## config.mk

```make
export PLATFORM = sky130hd
export DESIGN_NAME = modulo_decodificador_rolhas
export DESIGN_NICKNAME = d
export VERILOG_FILES = /design/src/rtl/pkg_rolhas.sv /design/src/rtl/modulo_valida_bcd.sv /design/src/rtl/modulo_decodificador_rolhas.sv
export SDC_FILE = /design/constraint.sdc
export NUM_CORES = 1
export LEC_CHECK = 0
export CAP_MARGIN = 30
export CORE_MARGIN = 1
export CORE_UTILIZATION = 27
export DETAILED_ROUTE_END_ITERATION = 12
export RECOVER_POWER = 25
export SETUP_SLACK_MARGIN = 0.4
export SYNTH_ARGS = -nofsm -noshare
export SYNTH_HDL_FRONTEND = slang
export SYNTH_SLANG_ARGS = --single-unit
```

## constraint.sdc

```tcl
create_clock -name clk -period 2.1 [get_ports clk]
set_input_delay 0.21 -clock clk [delete_from_list [all_inputs] [get_ports clk]]
set_output_delay 0.21 -clock clk [all_outputs]
set_load 0.03 [all_outputs]
```

## src/rtl/pkg_rolhas.sv

```systemverilog
// Shared definitions for the cork-count BCD/binary conversion path.
package pkg_rolhas;

   localparam int unsigned W_BCD    = 4;
   localparam int unsigned W_ROLHAS = 7;

   localparam int LIMITE_PADRAO = 99;

   localparam logic [W_ROLHAS-1:0] DEZ = 7'd10;

   typedef enum logic [1:0] {
      OCIOSO  = 2'd0,
      ACUMULA = 2'd1,
      PRONTO  = 2'd2
   } estado_t;

endpackage

```

## src/rtl/modulo_valida_bcd.sv

```systemverilog
// Combinational BCD digit check: flags whether a 4-bit digit is in 0..9.
module modulo_valida_bcd
   import pkg_rolhas::*;
(
   input  logic [W_BCD-1:0] digito,
   output logic             valido
);

   // A digit is legal BCD only up to nine
   assign valido = (digito <= 4'd9);

endmodule

```

## src/rtl/modulo_decodificador_rolhas.sv

```systemverilog
// Sequential BCD-to-binary cork count converter: the tens digit is folded in
// by repeated add-10 steps, with valid/ready handshakes on input and output.
module modulo_decodificador_rolhas
   import pkg_rolhas::*;
#(
   parameter int LIMITE = LIMITE_PADRAO
) (
   input  logic                clk,
   input  logic                rst,
   input  logic [W_BCD-1:0]    reg_rd,
   input  logic [W_BCD-1:0]    reg_ru,
   input  logic                in_valid,
   output logic                in_ready,
   output logic [W_ROLHAS-1:0] reg_r,
   output logic                out_valid,
   input  logic                out_ready,
   output logic                erro
);

   estado_t               estado;
   logic [W_ROLHAS-1:0]   acc;
   logic [W_BCD-1:0]      cnt;
   logic                  dezena_ok;
   logic                  unidade_ok;

   modulo_valida_bcd u_valida_dezena (
      .digito (reg_rd),
      .valido (dezena_ok)
   );

   modulo_valida_bcd u_valida_unidade (
      .digito (reg_ru),
      .valido (unidade_ok)
   );

   // Handshake flags come straight off the state register
   assign in_ready  = (estado == OCIOSO);
   assign out_valid = (estado == PRONTO);

   // Control FSM plus the acc/cnt accumulation datapath and result registers
   always_ff @(posedge clk) begin
      if (rst) begin
         estado <= OCIOSO;
         acc    <= '0;
         cnt    <= '0;
         reg_r  <= '0;
         erro   <= 1'b0;
      end else begin
         case (estado)
            OCIOSO: begin
               if (in_valid) begin
                  cnt <= reg_rd;
                  acc <= W_ROLHAS'(reg_ru);
                  if (!dezena_ok || !unidade_ok) begin
                     erro   <= 1'b1;
                     reg_r  <= '0;
                     estado <= PRONTO;
                  end else begin
                     erro   <= 1'b0;
                     estado <= ACUMULA;
                  end
               end
            end
            ACUMULA: begin
               if (cnt != '0) begin
                  acc <= acc + DEZ;
                  cnt <= cnt - 4'd1;
               end else if (int'(acc) <= LIMITE) begin
                  reg_r  <= acc;
                  estado <= PRONTO;
               end else begin
                  reg_r  <= '0;
                  erro   <= 1'b1;
                  estado <= PRONTO;
               end
            end
            PRONTO: begin
               if (out_ready) estado <= OCIOSO;
            end
            default: estado <= OCIOSO;
         endcase
      end
   end

endmodule
```

==> impl_metrics.tcl, run 1 <==
set metrics [dict create \
    whs_ns 0.4603 \
    crit_path_max_fanout 7 \
    crit_path_start_kind "flop" \
    numPortBuffers 21 \
    status "finished, final reports clean" \
    diodes 0 \
    gp_congestion 0.7428 \
    clk_latency_ns 0.27 \
    period_minus_slack_ns 1.662 \
    syn_inst 127 \
    setup_tns_ns 0 \
    rr_startpoint "estado[0]" \
    route.detailed.drc 0 \
    max_freq_mhz 601.8 \
    ir_drop_mv 0.3028 \
    clkTransAtPathRegs_ns 0.08 \
    worstPathRequired_ns 2.28 \
    yosysTopAreaCell "dfxtp_1" \
    synthDominantCellAreaShare 0.3805 \
    ys_seq_area_frac 0.3805 \
    critPathKind "flop to flop" \
    ys.flop_type "dfxtp_1" \
    viasPerCell 4.936 \
    wl_per_cell_microns 13.11 \
    leakagePower_nw 0.5745 \
    grt_pass1_wl_mm 4.464 \
    crit_path_end_kind "flop" \
    synth_seq_cells 21 \
    numCtsBuffers 3 \
    fp.dieW_microns 65.97 \
    cts_tree "done" \
    first_global_vias 981 \
    r2r_slack_ns 0.44 \
    synth_nets 142 \
    layout_common_cells "dfxtp_1, nand2_1, clkdlybuf4s50_1" \
    slew_headroom 0.5551 \
    hold_buffers 0 \
    die_h_microns 65.97 \
    grt_max_degree 13 \
    design.die.area_sq_um 4351 \
    ys_async_sr_fraction 0 \
    drt_first_pass_iters 4 \
    start_util 0.2908 \
    maxSlewViolCount 0 \
    hold_depth 2 \
    antenna_found_initial 0 \
    drtAntennaViolNets 0 \
    avgSynthCellArea_sq_um 8.699 \
    yosys-top-cells-area "dfxtp_1, mux2i_1, nand2_1" \
    final_common_cell "dfxtp_1" \
    mappedNetlistArea_sq_um 1105 \
    design.core.area_sq_um 3799 \
    drive_gt1_frac 0.1364 \
    tightest_slew_ns 0.6660 \
    r2r_end "acc[1]" \
    fin_ws_ns 0.4383 \
    drtIter0Drc 41 \
    fin_cells 202 \
    grt_overflow 0 \
    clock_skew_ns 0.003845 \
    min_from "reg_r[4]" \
    rr_worst_depth 5 \
    synth-edff-count 0 \
    setup_viol 0 \
    pre_cts_slack_ns 0.2637 \
    grt_usage 0.1361 \
    min_period_over_period 0.7913 \
    final_nets 170 \
    cts_sinks 21 \
    dpl.cell_count 193 \
    rows 22 \
    hp-class "flop to flop" \
    holdPathEnd "reg_r[4]" \
    arrival_ns 1.84 \
    place_hpwl_mm 1.975 \
    cts_htree_levels 1 \
    area_delta_synth_final_pct 32.62 \
    rsz0062_at_grt "true" \
    via_count 997 \
    wirelength_mm 2.648 \
    drv_cap 0 \
    yosys_warnings 0 \
    hold_viol 0 \
    nFillCells 397 \
    synth_cell_types 41 \
    ios 22 \
    power_density_nw_per_um2 660.9 \
    cts_max_path_buffers 2 \
    cts-root-buf "clkbuf_8" \
]
## cell type report
cell class	count	area, sq um	share of cell area
Clock buffer	3	41.29	0.02818
Timing Repair Buffer	28	255.2	0.1742
Tap cell	48	60.06	0.04099
Clock inverter	1	5.005	0.003416
Multi-Input combinational cell	97	666.9	0.4552
Inverter	4	15.01	0.01025
Sequential cell	21	421.7	0.2878
## worst max-delay path by stage
stage,startpoint,end,cells after the start
2_1_floorplan,estado[0],acc[6],5
4_1_cts,cnt[0],acc[6],6
6_report,estado[0],acc[1],5
3_5_place_dp,cnt[0],acc[6],6
3_3_place_gp,cnt[0],acc[6],6
5_1_grt,estado[0],reg_r[0],4
## cell usage after synthesis, types with 2 or more instances
cell type / n
nor2_1: 10
nand2_1: 15
o21ai_0: 2
xnor2_1: 2
ha_1: 3
dfxtp_1: 21
nor3_1: 6
nor2b_1: 2
nor3b_1: 2
nand3_1: 5
mux2i_1: 8
and2_1: 2
inv_1: 3
o21ai_1: 3
buf_2: 2
a21oi_1: 7
mux2_2: 2
a211oi_1: 5
clkbuf_1: 3
nand2b_1: 3
## worst max-delay path, stage by stage, from the launching register on
cell and delay, ns:
dfxtp_1 0.37, o21bai_1 0.57, nor2_4 0.10, buf_4 0.18, buf_4 0.12, a311oi_1 0.23
## flip-flops by register name, indices dropped and copies added, names as in the netlist
| name | cells |
|---|---|
| acc | 7 |
| reg_r | 7 |
| cnt | 4 |
| estado | 2 |
| erro | 1 |
## through the flow
step,power (mW),area (sq um),util
global placement,0.6774,1369,0.3603
finish,0.9684,1465,0.3857
CTS,0.9653,1436,0.3781
global route,1.029,1465,0.3857
detailed placement,0.6841,1369,0.3603
floorplan,0.6083,1105,-
## what timing repair did
action,in CTS,in global routing
gates cloned,0,0
buffers inserted,2,3
setup endpoints to repair,5,10
pin swaps,0,1
resized for setup,4,4
## cell families (layout without fill, tap and decap cells)
logic type	Yosys count	count (layout)	synth area share
AOI/OAI and AO/OA	26	26	0.1676
xor gates and xnor gates	2	2	0.01586
adders and majority gates	3	3	0.03398
buffers and inverters	9	36	0.03284
DFF	21	21	0.3805
muxes	11	11	0.1031
and+or+nand+nor	55	55	0.2661
## layer usage
| layer | global-route usage | wire [microns] | vias to the layer above |
|---|---|---|---|
| met5 | 0 | 0 | - |
| met4 | 0.03191 | 25 | 0 |
| met3 | 0.03793 | 133 | 3 |
| met2 | 0.2334 | 1231 | 26 |
| met1 | 0.1670 | 1258 | 464 |
| li1 | - | - | 504 |
## where the power goes
group	internal, mW	switching [mW]
registers	0.422	0.0258
logic	0.114	0.131
clock network	0.133	0.142
total	0.669	0.299
No activity file was read; power rests on OpenSTA's default activity.
==> run 2: changes to the inputs <==
- clock period: 2.1 -> 1.55 ns (I/O delays scaled with it)
==> run 2 against run 1 <==
Sequential power is 37% higher. Worst setup slack worse by 0.42 ns. Critical endpoint is now cnt[1]. Register-to-register slack got worse by 0.42 ns. Combinational power rose by 110%. Hold slack improved by 0.0037 ns. Critical path type unchanged. Utilization grew 7.3 points. Non-clock buffer count increased by 20.
==> impl_metrics.tcl, run 2 (same netlist as run 1, synthesis figures left out) <==
set metrics [dict create \
    layout_common_cells "buf_4, dfxtp_1, nand2_1" \
    drt_first_pass_iters 4 \
    r2r_slack_ns 0.01 \
    design.die.area_sq_um 4351 \
    rr_startpoint "cnt[1]" \
    crit_path_end "cnt[1]" \
    cts_htree_levels 1 \
    status "finished, final reports clean" \
    clkTransAtPathRegs_ns 0.08 \
    route.detailed.drc 0 \
    wl_per_cell_microns 13.54 \
    crit_path_start_kind "flop" \
    clk_latency_ns 0.27 \
    slew_headroom 0.7502 \
    cts_tree "done" \
    startpoint "cnt[1]" \
    setup_viol 0 \
    grt_usage 0.1527 \
    cp.depth 7 \
    tightest_slew_ns 0.3708 \
    post_dp_cell_area_sq_um 1577 \
    first_global_vias 1035 \
    drtAntennaViolNets 0 \
    antenna_found_initial 0 \
    path_common_cell "a211oi_2" \
    area_delta_synth_final_pct 57.87 \
    place_hpwl_mm 2.157 \
    leakagePower_nw 0.6822 \
    r2r_end "cnt[1]" \
    regArea_sq_um 432.9 \
    fin_area_sq_um 1744 \
    via_count 1078 \
    diodes 0 \
    cts-root-buf "clkbuf_8" \
    max_freq_mhz 651.4 \
    critical_path.max_stage_delay_ns 0.34 \
    rr_worst_depth 7 \
    min_period_over_period 0.9904 \
    worstPathRequired_ns 1.71 \
    ir_drop_mv 0.3989 \
    cpMaxStageDelayCell "dfxtp_2" \
    final_nets 190 \
    crit_family "simple AND/OR/NAND/NOR gates" \
    nFillCells 368 \
    viasPerCell 4.856 \
    die_h_microns 65.97 \
    fp.dieW_microns 65.97 \
    cts_sinks 21 \
    hp-class "flop to flop" \
    hold_viol 0 \
    period_minus_slack_ns 1.535 \
    wirelength_mm 3.005 \
    worstPathCellList "inv_2 > ha_4 > and4bb_2 > or2_4 > buf_12 > a211oi_2 > a211oi_2" \
    drtIter0Drc 19 \
    drive_gt1_frac 0.4138 \
    final_common_cell "buf_4" \
    power_density_nw_per_um2 868.6 \
    start_util 0.2908 \
    crit_path_max_fanout 7 \
    ios 22 \
    drv_cap 0 \
    critPathBufInv 2 \
    maxSlewViolCount 0 \
    design.core.area_sq_um 3799 \
    cts_max_path_buffers 2 \
    grt_max_degree 13 \
    grt_overflow 0 \
    numPortBuffers 21 \
    clock_skew_ns 0.003952 \
    rsz0062_at_grt "true" \
    crit_path_end_kind "flop" \
    grt_pass1_wl_mm 4.968 \
    reg_top3 "acc x7, reg_r x7, cnt x4" \
    hold_buffers 0 \
    critPathKind "flop to flop" \
    gp_congestion 0.7973 \
    rows 22 \
    numCtsBuffers 3 \
    total_power_mw 1.515 \
    multi_input_area_sq_um 787.0 \
    arrival_ns 1.69 \
]
[run 2: cell types whose count changed in the layout (fill, tap and decap cells not counted), moves of 4 or more]
| cell | before | now |
|---|---|---|
| buf_4 | 7 | 22 |
| clkbuf_1 | 1 | 6 |
| dfxtp_1 | 20 | 15 |
| buf_6 | 0 | 4 |
| clkdlybuf4s50_1 | 15 | 11 |
| dlygate4sd3_1 | 4 | 0 |
[run 2: how the worst min path moves through the flow]
stage / to / start / cells after the start / slack (ns)
finish: reg_r[0] / reg_r[0] / 2 / 0.46
global route: reg_r[0] / reg_r[0] / 2 / 0.49
CTS: reg_r[0] / reg_r[0] / 2 / 0.47
detailed placement: reg_r[0] / reg_r[0] / 2 / 0.45
global placement: reg_r[1] / reg_r[1] / 2 / 0.45
floorplan: acc[0] / reg_ru[0] / 2 / 0.30
[run 2: power breakdown]
group | switching (mW) | internal, mW | total [mW]
combinational | 0.239 | 0.284 | 0.523
clock | 0.198 | 0.180 | 0.378
sequential | 0.0392 | 0.575 | 0.614
total | 0.476 | 1.04 | 1.52
[run 2: worst register-to-register path: stages (launching register included)]
cell      delay, ns
dfxtp_2        0.34
inv_2          0.05
ha_4           0.16
and4bb_2       0.26
or2_4          0.27
buf_12         0.14
a211oi_2       0.16
a211oi_2       0.05
[run 2: stage by stage]
step | utilization | std cells | hold WS [ns] | worst slack, ns | TNS, ns
6_report | 0.4592 | 222 | 0.4640 | 0.01488 | 0
5_1_grt | 0.4592 | 222 | 0.4880 | -0.03877 | -0.1357
4_1_cts | 0.4506 | 219 | 0.4651 | 0.03619 | 0
3_5_place_dp | 0.4150 | 211 | 0.4534 | -0.08622 | -0.5881
3_3_place_gp | 0.4150 | 211 | 0.4458 | -0.05926 | -0.3480
2_1_floorplan | - | 127 | 0.3022 | 0.1140 | 0
[run 2: what timing repair did]
item / CTS / global route
pin swaps: 5 / 10
setup endpoints to repair: 31 / 29
buffers inserted: 4 / 3
resized for setup: 40 / 25
[run 2: metal layers]
metal | up-vias | global-route usage | part of all wire
li1 | 542 | - | -
met4 | 0 | 0.07181 | 0.019
met3 | 4 | 0.03103 | 0.036
met2 | 20 | 0.2564 | 0.49
met5 | - | 0 | 0
met1 | 512 | 0.1846 | 0.46
[run 2: area by class of cell]
| cell class | count | area share |
|---|---|---|
| tap | 48 | 0.03443 |
| clock buffer | 3 | 0.02367 |
| sequential | 21 | 0.2482 |
| timing repair buffer | 48 | 0.2310 |
| multi-input combinational | 97 | 0.4512 |
| inverter | 4 | 0.008608 |
| clock inverter | 1 | 0.002869 |
